<file path="src/rtl/writeback_stage_vp_pkg.sv">
// Shared types and constants for the vector-pipeline writeback stage.
// Optional forwarding outputs are enabled by defining WB_FORWARD_EN.
package vp_wb_pkg;
    localparam int DEF_LANES      = 4;
    localparam int DEF_LANE_WIDTH = 32;
    localparam int DEF_ADDR_WIDTH = 6;
    localparam int PC_WIDTH       = 32;

    typedef enum logic [1:0] {
        RS_ALU = 2'b00,
        RS_MEM = 2'b01,
        RS_PC4 = 2'b10
    } result_source_t;

    typedef enum logic {
        IDLE  = 1'b0,
        BURST = 1'b1
    } wb_state_t;

    // Lane index width; a single-lane build still needs a 1-bit field.
    function automatic int idx_width(input int lanes);
        return (lanes > 1) ? $clog2(lanes) : 1;
    endfunction
endpackage

</file>
<file path="src/rtl/writeback_stage_vp_if.sv">
// Pipe-register inputs and register-file write outputs of the writeback stage.
// Forwarding signals exist only when WB_FORWARD_EN is defined.
interface writeback_stage_vp_if #(
    parameter int LANES      = 4,
    parameter int LANE_WIDTH = 32,
    parameter int ADDR_WIDTH = 6
);
    import vp_wb_pkg::*;
    localparam int BUS_W = LANES * LANE_WIDTH;
    localparam int IDX_W = idx_width(LANES);

    logic                  enabler;
    logic                  write_scalar_reg_W;
    logic                  write_vector_reg_W;
    logic [1:0]            result_source_W;
    logic [ADDR_WIDTH-1:0] rd_W;
    logic [BUS_W-1:0]      ALU_result_bus_W;
    logic [BUS_W-1:0]      read_data_bus_W;
    logic [PC_WIDTH-1:0]   PC_plus_4_W;

    logic                  s_we;
    logic [ADDR_WIDTH-1:0] s_waddr;
    logic [LANE_WIDTH-1:0] s_wdata;
    logic                  v_we;
    logic [ADDR_WIDTH-1:0] v_waddr;
    logic [IDX_W-1:0]      v_lane;
    logic [LANE_WIDTH-1:0] v_wdata;
    logic                  stall_W;
`ifdef WB_FORWARD_EN
    logic                  fwd_valid;
    logic [ADDR_WIDTH-1:0] fwd_rd;
    logic [BUS_W-1:0]      fwd_data;
`endif

    modport slave (
        input  enabler, write_scalar_reg_W, write_vector_reg_W, result_source_W,
               rd_W, ALU_result_bus_W, read_data_bus_W, PC_plus_4_W,
`ifdef WB_FORWARD_EN
        output fwd_valid, fwd_rd, fwd_data,
`endif
        output s_we, s_waddr, s_wdata, v_we, v_waddr, v_lane, v_wdata, stall_W
    );

    modport master (
        output enabler, write_scalar_reg_W, write_vector_reg_W, result_source_W,
               rd_W, ALU_result_bus_W, read_data_bus_W, PC_plus_4_W,
`ifdef WB_FORWARD_EN
        input  fwd_valid, fwd_rd, fwd_data,
`endif
        input  s_we, s_waddr, s_wdata, v_we, v_waddr, v_lane, v_wdata, stall_W
    );
endinterface

</file>
<file path="src/rtl/writeback_stage_vp_result_mux.sv">
// Writeback result source select; PC+4 is zero-extended to the full vector width.
module wb_result_mux
    import vp_wb_pkg::*;
#(
    parameter int BUS_W = DEF_LANES * DEF_LANE_WIDTH
) (
    input  logic [1:0]          result_source,
    input  logic [BUS_W-1:0]    alu_result,
    input  logic [BUS_W-1:0]    read_data,
    input  logic [PC_WIDTH-1:0] pc_plus_4,
    output logic [BUS_W-1:0]    result
);
    // The reserved encoding falls through to the ALU bus.
    always_comb begin
        case (result_source)
            RS_MEM:  result = read_data;
            RS_PC4:  result = {{(BUS_W-PC_WIDTH){1'b0}}, pc_plus_4};
            default: result = alu_result;
        endcase
    end
endmodule

</file>
<file path="src/rtl/writeback_stage_vp.sv">
// Writeback stage: one-cycle scalar commit, LANES-beat serialized vector commit.
// Define WB_FORWARD_EN to present the committing result to the forwarding unit.
module writeback_stage_vp
    import vp_wb_pkg::*;
#(
    parameter int LANES      = DEF_LANES,
    parameter int LANE_WIDTH = DEF_LANE_WIDTH,
    parameter int ADDR_WIDTH = DEF_ADDR_WIDTH
) (
    input logic               clock,
    input logic               async_reset,
    writeback_stage_vp_if.slave wb
);
    localparam int BUS_W = LANES * LANE_WIDTH;
    localparam int IDX_W = idx_width(LANES);

    wb_state_t             state_reg, state_next;
    logic [IDX_W-1:0]      count_reg, count_next;
    logic [BUS_W-1:0]      data_reg, data_next;
    logic [ADDR_WIDTH-1:0] rd_reg, rd_next;

    logic [BUS_W-1:0]      result;
    logic [LANE_WIDTH-1:0] live_lane [LANES];
    logic [LANE_WIDTH-1:0] held_lane [LANES];

    logic                  s_we, v_we, stall;
    logic [ADDR_WIDTH-1:0] v_waddr;
    logic [IDX_W-1:0]      v_lane;
    logic [LANE_WIDTH-1:0] v_wdata;
`ifdef WB_FORWARD_EN
    logic                  fwd_valid;
    logic [ADDR_WIDTH-1:0] fwd_rd;
    logic [BUS_W-1:0]      fwd_data;
`endif

    wb_result_mux #(.BUS_W(BUS_W)) u_result_mux (
        .result_source (wb.result_source_W),
        .alu_result    (wb.ALU_result_bus_W),
        .read_data     (wb.read_data_bus_W),
        .pc_plus_4     (wb.PC_plus_4_W),
        .result        (result)
    );

    genvar gi;
    for (gi = 0; gi < LANES; gi++) begin : g_lane
        assign live_lane[gi] = result[gi*LANE_WIDTH +: LANE_WIDTH];
        assign held_lane[gi] = data_reg[gi*LANE_WIDTH +: LANE_WIDTH];
    end

    always_ff @(posedge clock or negedge async_reset) begin
        if (!async_reset) begin
            state_reg <= IDLE;
            count_reg <= '0;
            data_reg  <= '0;
            rd_reg    <= '0;
        end else begin
            state_reg <= state_next;
            count_reg <= count_next;
            data_reg  <= data_next;
            rd_reg    <= rd_next;
        end
    end

    always_comb begin
        state_next = state_reg;
        count_next = count_reg;
        data_next  = data_reg;
        rd_next    = rd_reg;
        s_we       = 1'b0;
        v_we       = 1'b0;
        v_waddr    = '0;
        v_lane     = '0;
        v_wdata    = '0;
        stall      = 1'b0;
`ifdef WB_FORWARD_EN
        fwd_valid  = 1'b0;
        fwd_rd     = '0;
        fwd_data   = '0;
`endif
        case (state_reg)
            IDLE: begin
                s_we = wb.enabler & wb.write_scalar_reg_W & (wb.rd_W != '0);
                if (wb.enabler && wb.write_vector_reg_W) begin
                    // Beat 0 leaves straight from the mux; the rest come from the latch.
                    v_we    = 1'b1;
                    v_waddr = wb.rd_W;
                    v_wdata = live_lane[0];
`ifdef WB_FORWARD_EN
                    fwd_valid = 1'b1;
                    fwd_rd    = wb.rd_W;
                    fwd_data  = result;
`endif
                    if (LANES > 1) begin
                        state_next = BURST;
                        count_next = IDX_W'(1);
                        data_next  = result;
                        rd_next    = wb.rd_W;
                        stall      = 1'b1;
                    end
                end
            end
            BURST: begin
                stall = 1'b1;
`ifdef WB_FORWARD_EN
                fwd_valid = 1'b1;
                fwd_rd    = rd_reg;
                fwd_data  = data_reg;
`endif
                if (wb.enabler) begin
                    v_we    = 1'b1;
                    v_waddr = rd_reg;
                    v_lane  = count_reg;
                    v_wdata = held_lane[count_reg];
                    // Releasing the stall on the last beat lets the pipe advance in the same cycle.
                    if (count_reg == IDX_W'(LANES - 1)) begin
                        stall      = 1'b0;
                        state_next = IDLE;
                        count_next = '0;
                    end else begin
                        count_next = count_reg + IDX_W'(1);
                    end
                end
            end
            default: ;
        endcase
    end

    assign wb.s_we    = async_reset & s_we;
    assign wb.s_waddr = async_reset ? wb.rd_W : '0;
    assign wb.s_wdata = async_reset ? live_lane[0] : '0;
    assign wb.v_we    = async_reset & v_we;
    assign wb.v_waddr = async_reset ? v_waddr : '0;
    assign wb.v_lane  = async_reset ? v_lane : '0;
    assign wb.v_wdata = async_reset ? v_wdata : '0;
    assign wb.stall_W = async_reset & stall;
`ifdef WB_FORWARD_EN
    assign wb.fwd_valid = async_reset & fwd_valid;
    assign wb.fwd_rd    = async_reset ? fwd_rd : '0;
    assign wb.fwd_data  = async_reset ? fwd_data : '0;
`endif
endmodule

</file>
<file path="src/flat_wrapper.sv">
// flat-port wrapper written by rule: the top's interface ports become plain ports
module writeback_stage_vp_flat import vp_wb_pkg::*;
#(
    parameter int LANES      = DEF_LANES,
    parameter int LANE_WIDTH = DEF_LANE_WIDTH,
    parameter int ADDR_WIDTH = DEF_ADDR_WIDTH
)
  (clock, async_reset, wb_enabler, wb_write_scalar_reg_W, wb_write_vector_reg_W, wb_result_source_W, wb_rd_W, wb_ALU_result_bus_W, wb_read_data_bus_W, wb_PC_plus_4_W, wb_s_we, wb_s_waddr, wb_s_wdata, wb_v_we, wb_v_waddr, wb_v_lane, wb_v_wdata, wb_stall_W);
  writeback_stage_vp_if #(.LANES(LANES), .LANE_WIDTH(LANE_WIDTH), .ADDR_WIDTH(ADDR_WIDTH)) wb_i ();
  input logic clock;
  input logic async_reset;
  input wire logic [$bits(wb_i.enabler)-1:0] wb_enabler;
  input wire logic [$bits(wb_i.write_scalar_reg_W)-1:0] wb_write_scalar_reg_W;
  input wire logic [$bits(wb_i.write_vector_reg_W)-1:0] wb_write_vector_reg_W;
  input wire logic [$bits(wb_i.result_source_W)-1:0] wb_result_source_W;
  input wire logic [$bits(wb_i.rd_W)-1:0] wb_rd_W;
  input wire logic [$bits(wb_i.ALU_result_bus_W)-1:0] wb_ALU_result_bus_W;
  input wire logic [$bits(wb_i.read_data_bus_W)-1:0] wb_read_data_bus_W;
  input wire logic [$bits(wb_i.PC_plus_4_W)-1:0] wb_PC_plus_4_W;
  output wire logic [$bits(wb_i.s_we)-1:0] wb_s_we;
  output wire logic [$bits(wb_i.s_waddr)-1:0] wb_s_waddr;
  output wire logic [$bits(wb_i.s_wdata)-1:0] wb_s_wdata;
  output wire logic [$bits(wb_i.v_we)-1:0] wb_v_we;
  output wire logic [$bits(wb_i.v_waddr)-1:0] wb_v_waddr;
  output wire logic [$bits(wb_i.v_lane)-1:0] wb_v_lane;
  output wire logic [$bits(wb_i.v_wdata)-1:0] wb_v_wdata;
  output wire logic [$bits(wb_i.stall_W)-1:0] wb_stall_W;
  assign wb_i.enabler = wb_enabler;
  assign wb_i.write_scalar_reg_W = wb_write_scalar_reg_W;
  assign wb_i.write_vector_reg_W = wb_write_vector_reg_W;
  assign wb_i.result_source_W = wb_result_source_W;
  assign wb_i.rd_W = wb_rd_W;
  assign wb_i.ALU_result_bus_W = wb_ALU_result_bus_W;
  assign wb_i.read_data_bus_W = wb_read_data_bus_W;
  assign wb_i.PC_plus_4_W = wb_PC_plus_4_W;
  assign wb_s_we = wb_i.s_we;
  assign wb_s_waddr = wb_i.s_waddr;
  assign wb_s_wdata = wb_i.s_wdata;
  assign wb_v_we = wb_i.v_we;
  assign wb_v_waddr = wb_i.v_waddr;
  assign wb_v_lane = wb_i.v_lane;
  assign wb_v_wdata = wb_i.v_wdata;
  assign wb_stall_W = wb_i.stall_W;
  writeback_stage_vp #(.LANES(LANES), .LANE_WIDTH(LANE_WIDTH), .ADDR_WIDTH(ADDR_WIDTH)) u_core (.clock(clock), .async_reset(async_reset), .wb(wb_i));
endmodule
</file>
<file path="config.mk">
export PLATFORM = sky130hd
export DESIGN_NAME = writeback_stage_vp_flat
export DESIGN_NICKNAME = d
export VERILOG_FILES = /design/src/rtl/writeback_stage_vp_pkg.sv /design/src/rtl/writeback_stage_vp_if.sv /design/src/rtl/writeback_stage_vp_result_mux.sv /design/src/rtl/writeback_stage_vp.sv /design/src/flat_wrapper.sv
export SDC_FILE = /design/constraint.sdc
export NUM_CORES = 1
export LEC_CHECK = 0
export CORE_AREA = 2 2 148 150
export DETAILED_ROUTE_END_ITERATION = 10
export DIE_AREA = 0 0 150 152
export GPL_TIMING_DRIVEN = 0
export PLACE_DENSITY = 0.79
export REMOVE_ABC_BUFFERS = 1
export SLEW_MARGIN = 20
export SYNTH_ARGS = -nofsm -noshare
export SYNTH_HDL_FRONTEND = slang
export SYNTH_SLANG_ARGS = --single-unit
</file>
<file path="constraint.sdc">
create_clock -name clock -period 1.8 [get_ports clock]
set_input_delay 0.18 -clock clock [delete_from_list [all_inputs] [get_ports clock]]
set_output_delay 0.18 -clock clock [all_outputs]
set_load 0.005 [all_outputs]
</file>
==> flow_summary.toml, run 1 <==
[grt]
grt_overflow = 0
grt_pass1_wl_microns = 55900
antenna_found_initial = 0
grt_start_max_net_pins = 83
track_usage_pct = 32.5
grt_pass1_vias = 9844

[finish]
largest_reg_flops = 128
fillCellCount = 1594
fin_cells = 1652
final_cell_area_sq_um = 14800
area_growth_pct = 75.6
drive_gt1_share_pct = 24.9
fin_nets = 1662

[clock_network]
htreeDepth = 4
cts_tree = "done"
cts_buffers = 17
path_clk_slew_ns = 0.06
cts_buffer_depth = 2
cts_num_sinks = 137
clk_latency_ns = 0.41
clk_root_buffer_cell = "clkbuf_16"

[sta]
min_period_ns = 2.23
tightest_slew_ns = 0.554
hold_ws_ns = 0.0665
skew_ns = 0.0149
hold_viol = 0
finalCritPeriodShare_pct = 124
slew_violations = 0
setup_violations = 90
relSlewSlack_pct = 63.1
max_clock_freq_mhz = 448
rsz0062_at_grt = "yes"
fin_ws_ns = -0.435

[power]
ir_drop_mv = 0.697
powerDensity_nw_per_um2 = 1190
power_mw = 17.7
p_leak_nw = 6.37

[placed_design]
finalWeightedCongestion = 0.778
post_dp_cell_area_sq_um = 12300
portBuffers = 381
dp_hpwl_microns = 19700
pre_cts_slack_ns = -1.63
placed_cells = 1497

[routing]
drt-initial-drc-count = 602
vias = 9672
vias_per_cell = 5.85
wire_per_inst_microns = 24.3
drt_wl_total_microns = 40100
drcViolationCount = 0
firstDrtPassIters = 5
ant_nets = 0

[yosys]
yosysWarnings = 0
synth-seq-area-share_pct = 40.7
postSynthAreaPerCell_sq_um = 9.13
synth.largest_area_cell = "dfrtp_1"
yosys_register_bits = 137
synth.area.top_cells = "dfrtp_1, o21ai_0, and2_1"
synth_cells = 922
synth_top_area_share_pct = 40.7
yosysUniqueCellTypes = 40
syn_area_sq_um = 8420

[flow_run]
cap_violations = 0

[floorplan]
core_sq_um = 21400
rows = 54
die_area_sq_um = 22800
die_h_microns = 152
start_util_pct = 39.4
dieWidth_microns = 150
num_io_pins = 382

[critical_path]
worst-endpoint-arrival_ns = 2.05
crit_type = "flip-flop to output pin"
crit_path_start_kind = "flip-flop"
setup.worst_path.end_class = "output pin"
crit_fanout = 7
required_ns = 1.62

[worst_hold_path]
hold_class = "primary input to asynchronous set/reset pin"

[status]
violations = "setup timing"
outcome = "finished, violations left"
power by group:
group | leakage (nW) | switching (mW) | total (mW) | internal (mW)
registers | 1.75 | 0.972 | 5.61 | 4.64
logic | 4.29 | 3.56 | 8.03 | 4.47
clock network | 0.327 | 1.35 | 4.03 | 2.68
routing by layer:
layer	share of wire, %	up-vias	global-route usage, %
met3	8.3	121	7.66
met1	37	4754	38.1
met5	0	-	0
met4	5.2	0	18.1
met2	49	575	54.5
li1	-	4222	-
through the flow:
stage	TNS (ns)	util (%)
after floorplan	-353.83	-
after global placement	-2019.16	56.4
after detailed placement	-180.95	57.6
after CTS	-11.51	67.7
after global routing	-22.26	69.3
final	-15.72	69.3
timing repair:
item	CTS	global route
endpoints found under the setup margin	204	104
resized for setup	361	131
pin swaps	37	20
buffers inserted	65	28
gates cloned	20	12
hold endpoints to repair	93	0
hold buffers	6	0
critical path, cell delays in order (launching register included):
cell     delay (ns)
dfrtp_4        0.50
buf_12         0.15
buf_12         0.14
buf_4          0.13
mux4_2         0.42
nand2_1        0.07
o21ai_1        0.07
buf_2          0.16
cells by family (layout without fill, tap and decap cells):
| logic type | count (synthesis) | count (layout) | share of synthesized area [%] |
|---|---|---|---|
| mux | 41 | 41 | 9.85 |
| simple gates | 310 | 314 | 18.6 |
| compound gates | 332 | 332 | 23.6 |
| buf+inv | 99 | 544 | 6.70 |
| flops | 137 | 137 | 40.7 |
| other cells | 0 | 1 | 0 |
| fa+ha+maj | 3 | 3 | 0.446 |
synth_stat cells:
master    number
o21ai_0      158
nand2_1      156
dfrtp_1      137
and2_1       106
a31oi_1       97
clkbuf_1      46
nor2b_1       33
a221o_1       29
o21ai_1       26
buf_2         23
mux4_2        22
buf_6         18
mux4_1         7
a22o_1         6
mux2_4         6
mux2i_1        6
buf_4          4
o21a_1         4
a21o_1         3
a221oi_1       3
ha_1           3
inv_1          3
nor3b_1        3
o22ai_1        3
clkbuf_2       2
nand3_1        2
nor2_1         2
nor3_2         2
a21oi_1        1
and3_1         1
and3b_1        1
buf_1          1
buf_8          1
inv_2          1
nand3b_1       1
nand3b_4       1
nor3_1         1
o211ai_1       1
o311a_1        1
or4_1          1
path summary, 6_finish.rpt:
check | startpoint | end | slack [ns] | cells past startpoint
max | u_core.count_reg[0]$_DFFE_PN0P_ | wb_v_wdata[6] | -0.43 | 7
min | async_reset | u_core.data_reg[85]$_DFFE_PN0P_ | 0.07 | 3
max reg2reg | u_core.state_reg$_DFF_PN0_ | u_core.data_reg[59]$_DFFE_PN0P_ | -0.12 | 9
min reg2reg | u_core.data_reg[109]$_DFFE_PN0P_ | u_core.data_reg[109]$_DFFE_PN0P_ | 0.48 | 2
min in group clock | wb_rd_W[4] | u_core.rd_reg[4]$_DFFE_PN0P_ | 0.25 | 2
max in group asynchronous | async_reset | u_core.data_reg[6]$_DFFE_PN0P_ | 0.96 | 3
area by class of cell:
class / count / area (sq um) / area share (%)
Sequential cell: 137 / 3440 / 23.2
Timing Repair Buffer: 506 / 5440 / 36.8
Clock inverter: 11 / 219 / 1.48
Multi-Input combinational cell: 690 / 4820 / 32.6
Antenna cell: 1 / 2.50 / 0.0169
Tap cell: 280 / 350 / 2.37
Timing Repair inverter: 2 / 17.5 / 0.118
Clock buffer: 21 / 460 / 3.11
Inverter: 4 / 33.8 / 0.228
layout by cell type, fill, tap and decap left out, drive strengths merged:
| cell type | count |
|---|---|
| or4 | 1 |
| dfrtp | 137 |
| and3 | 1 |
| a21oi | 1 |
| mux2i | 6 |
| mux4 | 29 |
| nand3b | 4 |
| clkinv | 4 |
| clkinvlp | 1 |
| nor2b | 33 |
| clkdlybuf4s50 | 298 |
| a31oi | 97 |
| a22o | 6 |
| dlygate4sd2 | 9 |
| clkbuf | 47 |
| mux2 | 6 |
| nor3b | 3 |
| nand3 | 2 |
| a221o | 29 |
| o311a | 1 |
| a21o | 3 |
| a221oi | 3 |
| inv | 6 |
| nor2 | 2 |
| and2 | 106 |
| ha | 3 |
| o21a | 4 |
| o21ai | 184 |
| o22ai | 3 |
| bufinv | 6 |
| nand2 | 158 |
| dlygate4sd3 | 2 |
| clkdlybuf4s15 | 3 |
| o211ai | 1 |
| and3b | 1 |
| nor3 | 3 |
| buf | 159 |
| bufbuf | 9 |
| diode | 1 |
Power figures use the tool's default switching activity.
==> inputs of run 2 (changes only) <==
Settings changed: CORE_AREA 2 2 148 150 to 2 2 149 151, DIE_AREA 0 0 150 152 to 0 0 151 153, SYNTH_HIERARCHICAL from default to 1.
==> flow_summary.toml, run 2 <==
[status]
outcome = "finished, violations left"
violations = "hold timing, setup timing"

[sta]
hold_ws_ns = -0.321
hold_viol = 58
fin_ws_ns = -0.427
rsz0062_at_grt = "yes"
finalCritPeriodShare_pct = 124
relSlewSlack_pct = 68.1
setup_violations = 44
min_period_ns = 2.23
slew_violations = 0
max_clock_freq_mhz = 449
skew_ns = 0.00777
tightest_slew_ns = 0.479

[clock_network]
htreeDepth = 4
clk_root_buffer_cell = "clkbuf_16"
path_clk_slew_ns = 0.06
cts_tree = "done"
cts_buffers = 17
cts_buffer_depth = 2
clk_latency_ns = 0.40
cts_num_sinks = 137

[grt]
grt_pass1_wl_microns = 53200
antenna_found_initial = 1
grt_pass1_vias = 9158
track_usage_pct = 30.9
grt_start_max_net_pins = 83
grt_overflow = 0

[routing]
drt-initial-drc-count = 400
drcViolationCount = 0
vias_per_cell = 5.68
drt_wl_total_microns = 37200
wire_per_inst_microns = 24.6
firstDrtPassIters = 6
vias = 8578
ant_nets = 0

[placed_design]
finalWeightedCongestion = 0.744
placed_cells = 1356
dp_hpwl_microns = 19800
portBuffers = 381
post_dp_cell_area_sq_um = 12800

[finish]
largest_reg_flops = 128
final_cell_area_sq_um = 15600
area_growth_pct = 81.7
fin_nets = 1524
layout_commonest_cell = "clkdlybuf4s50_1"
fin_cells = 1511
seq_area_sq_um = 3430
fillCellCount = 1376
layout_common_cells = "clkdlybuf4s50_1, dfrtp_1, a22o_1"
final_util_pct = 72.7
drive_gt1_share_pct = 40.7
multiInputGateArea_sq_um = 5350

[critical_path]
cp_slowest_cell = "dfrtp_2"
r2r-end = "u_core/data_reg[76]$_DFFE_PN0P_"
slowest_delay_ns = 0.41
crit_fanout = 13
timing.rr.start = "u_core/state_reg$_DFF_PN0_"
required_ns = 1.62
critPathTopFamily = "buffers and inverters"
cp_cell_sequence = "nand3b_1 > buf_6 > nor2_4 > buf_4 > buf_12 > a221o_1 > buf_2"
crit_start = "u_core/state_reg$_DFF_PN0_"
rrSetupSlack_ns = -0.02
critPathBufInv = 4
crit_path_start_kind = "flip-flop"
reg2reg_depth = 7
crit_type = "flip-flop to output pin"
worst-endpoint-arrival_ns = 2.05
setup.worst_path.end_class = "output pin"

[yosys]
yosys_register_bits = 137
synth-edff-count = 0
synth_top_area_share_pct = 39.8
yosysMostFrequentCell = "dfrtp_1"
synth_compound_area_share_pct = 18.9
ys.flop_type = "dfrtp_1"
yosys-top-cells-count = "dfrtp_1, mux2_2, a22o_1"
yosysUniqueCellTypes = 29
synth_fa_ha_area_share_pct = 0.436
postSynthAreaPerCell_sq_um = 11.6
syn_area_sq_um = 8600
muxShareOfSynthArea_pct = 28.2
synth.area.top_cells = "dfrtp_1, mux2_2, mux2_4"
synth_top_family_by_area = "multiplexers"
async_flop_share_pct = 100
synth.largest_area_cell = "dfrtp_1"
synth_cells = 742
yosys.area_share.simple_pct = 7.16
synthXorXnorAreaFrac_pct = 0
synth-seq-area-share_pct = 39.8
yosysWarnings = 6

[power]
p_leak_nw = 7.11
ir_drop_mv = 0.620
p_int_mw = 11.8
switching_share_pct = 30.8
powerDensity_nw_per_um2 = 1100
seqPwrFrac_pct = 30.9
power_mw = 17.1
combPwrFrac_pct = 48.5
p_sw_mw = 5.28
clkPwrFrac_pct = 20.6

[flow_run]
cap_violations = 0

[floorplan]
start_util_pct = 40.0
die_area_sq_um = 23100
num_io_pins = 382
die_h_microns = 153
core_sq_um = 21500
rows = 54
dieWidth_microns = 151

[worst_hold_path]
hold_class = "primary input to asynchronous set/reset pin"
[run 2: cell count changes after synthesis, moves of 32 or more]
cell and change:
a22o_1 +90, a22oi_1 +38, a31oi_1 -97, and2_1 -66, mux2_2 +100, mux2_4 +54
nand2_1 -121, nor2_1 +39, nor2b_1 -32, o21ai_0 -124
[run 2: cells by family after synthesis]
| kind of cell | Yosys count |
|---|---|
| AO/OA/AOI/OAI | 202 |
| adder cells (fa/ha/maj) | 3 |
| buffers and inverters | 76 |
| flip-flops | 137 |
| multiplexers | 199 |
| AND/OR/NAND/NOR | 125 |
[run 2: metal layers]
metal	routed length [microns]	GRT usage [%]
met5	0	0
met4	1180	13.2
met1	14200	37.1
met2	18800	52.8
met3	2920	7.10
[run 2: what timing repair did]
action,CTS,global route
setup endpoints to repair,204,158
endpoints found under the hold margin,58,58
gates resized for setup,461,80
pin swaps,41,28
setup buffers,84,24
cloned,26,3
[run 2: power by group through the flow]
stage               Clock (mW)  Combinational (mW)  Sequential, mW
floorplan                    0                3.81            5.19
global placement             0                5.84            5.56
detailed placement           0                5.75            5.37
CTS                       3.58                7.88            5.21
global route              3.72                8.70            5.44
finish                    3.54                8.30            5.29
[run 2: how the worst max path moves through the flow]
stage	to	slack, ns	depth (start not counted)
2_1_floorplan	wb_v_wdata[0]	-5.91	3
3_3_place_gp	wb_v_wdata[11]	-10.77	5
3_5_place_dp	wb_v_wdata[27]	-1.29	8
4_1_cts	wb_v_wdata[11]	-0.42	5
5_1_grt	wb_v_wdata[2]	-0.49	7
6_report	wb_v_wdata[2]	-0.43	7
[run 2: layout make-up]
cell class	instances	share of cell area (%)
Inverter	4	0.128
Sequential cell	137	22.0
Multi-Input combinational cell	529	34.2
Timing Repair Buffer	531	37.6
Clock inverter	11	0.961
Antenna cell	1	0.0160
Clock buffer	18	2.81
Tap cell	280	2.24
[run 2: worst register-to-register path, cell delays in order, from the launching register on]
cell and delay (ns):
dfrtp_2 0.44, nand3b_1 0.25, buf_6 0.19, buf_12 0.13, buf_12 0.14, buf_12 0.13
buf_12 0.13, mux2_4 0.29
[run 2: metrics by stage]
| step | worst slack, ns | hold slack [ns] | TNS [ns] |
|---|---|---|---|
| 2_1_floorplan | -5.91 | -0.116 | -813.01 |
| 3_3_place_gp | -10.77 | 0.483 | -2304.52 |
| 3_5_place_dp | -1.29 | 0.183 | -149.58 |
| 4_1_cts | -0.418 | -0.317 | -18.96 |
| 5_1_grt | -0.487 | -0.322 | -15.87 |
| 6_report | -0.427 | -0.321 | -12.72 |
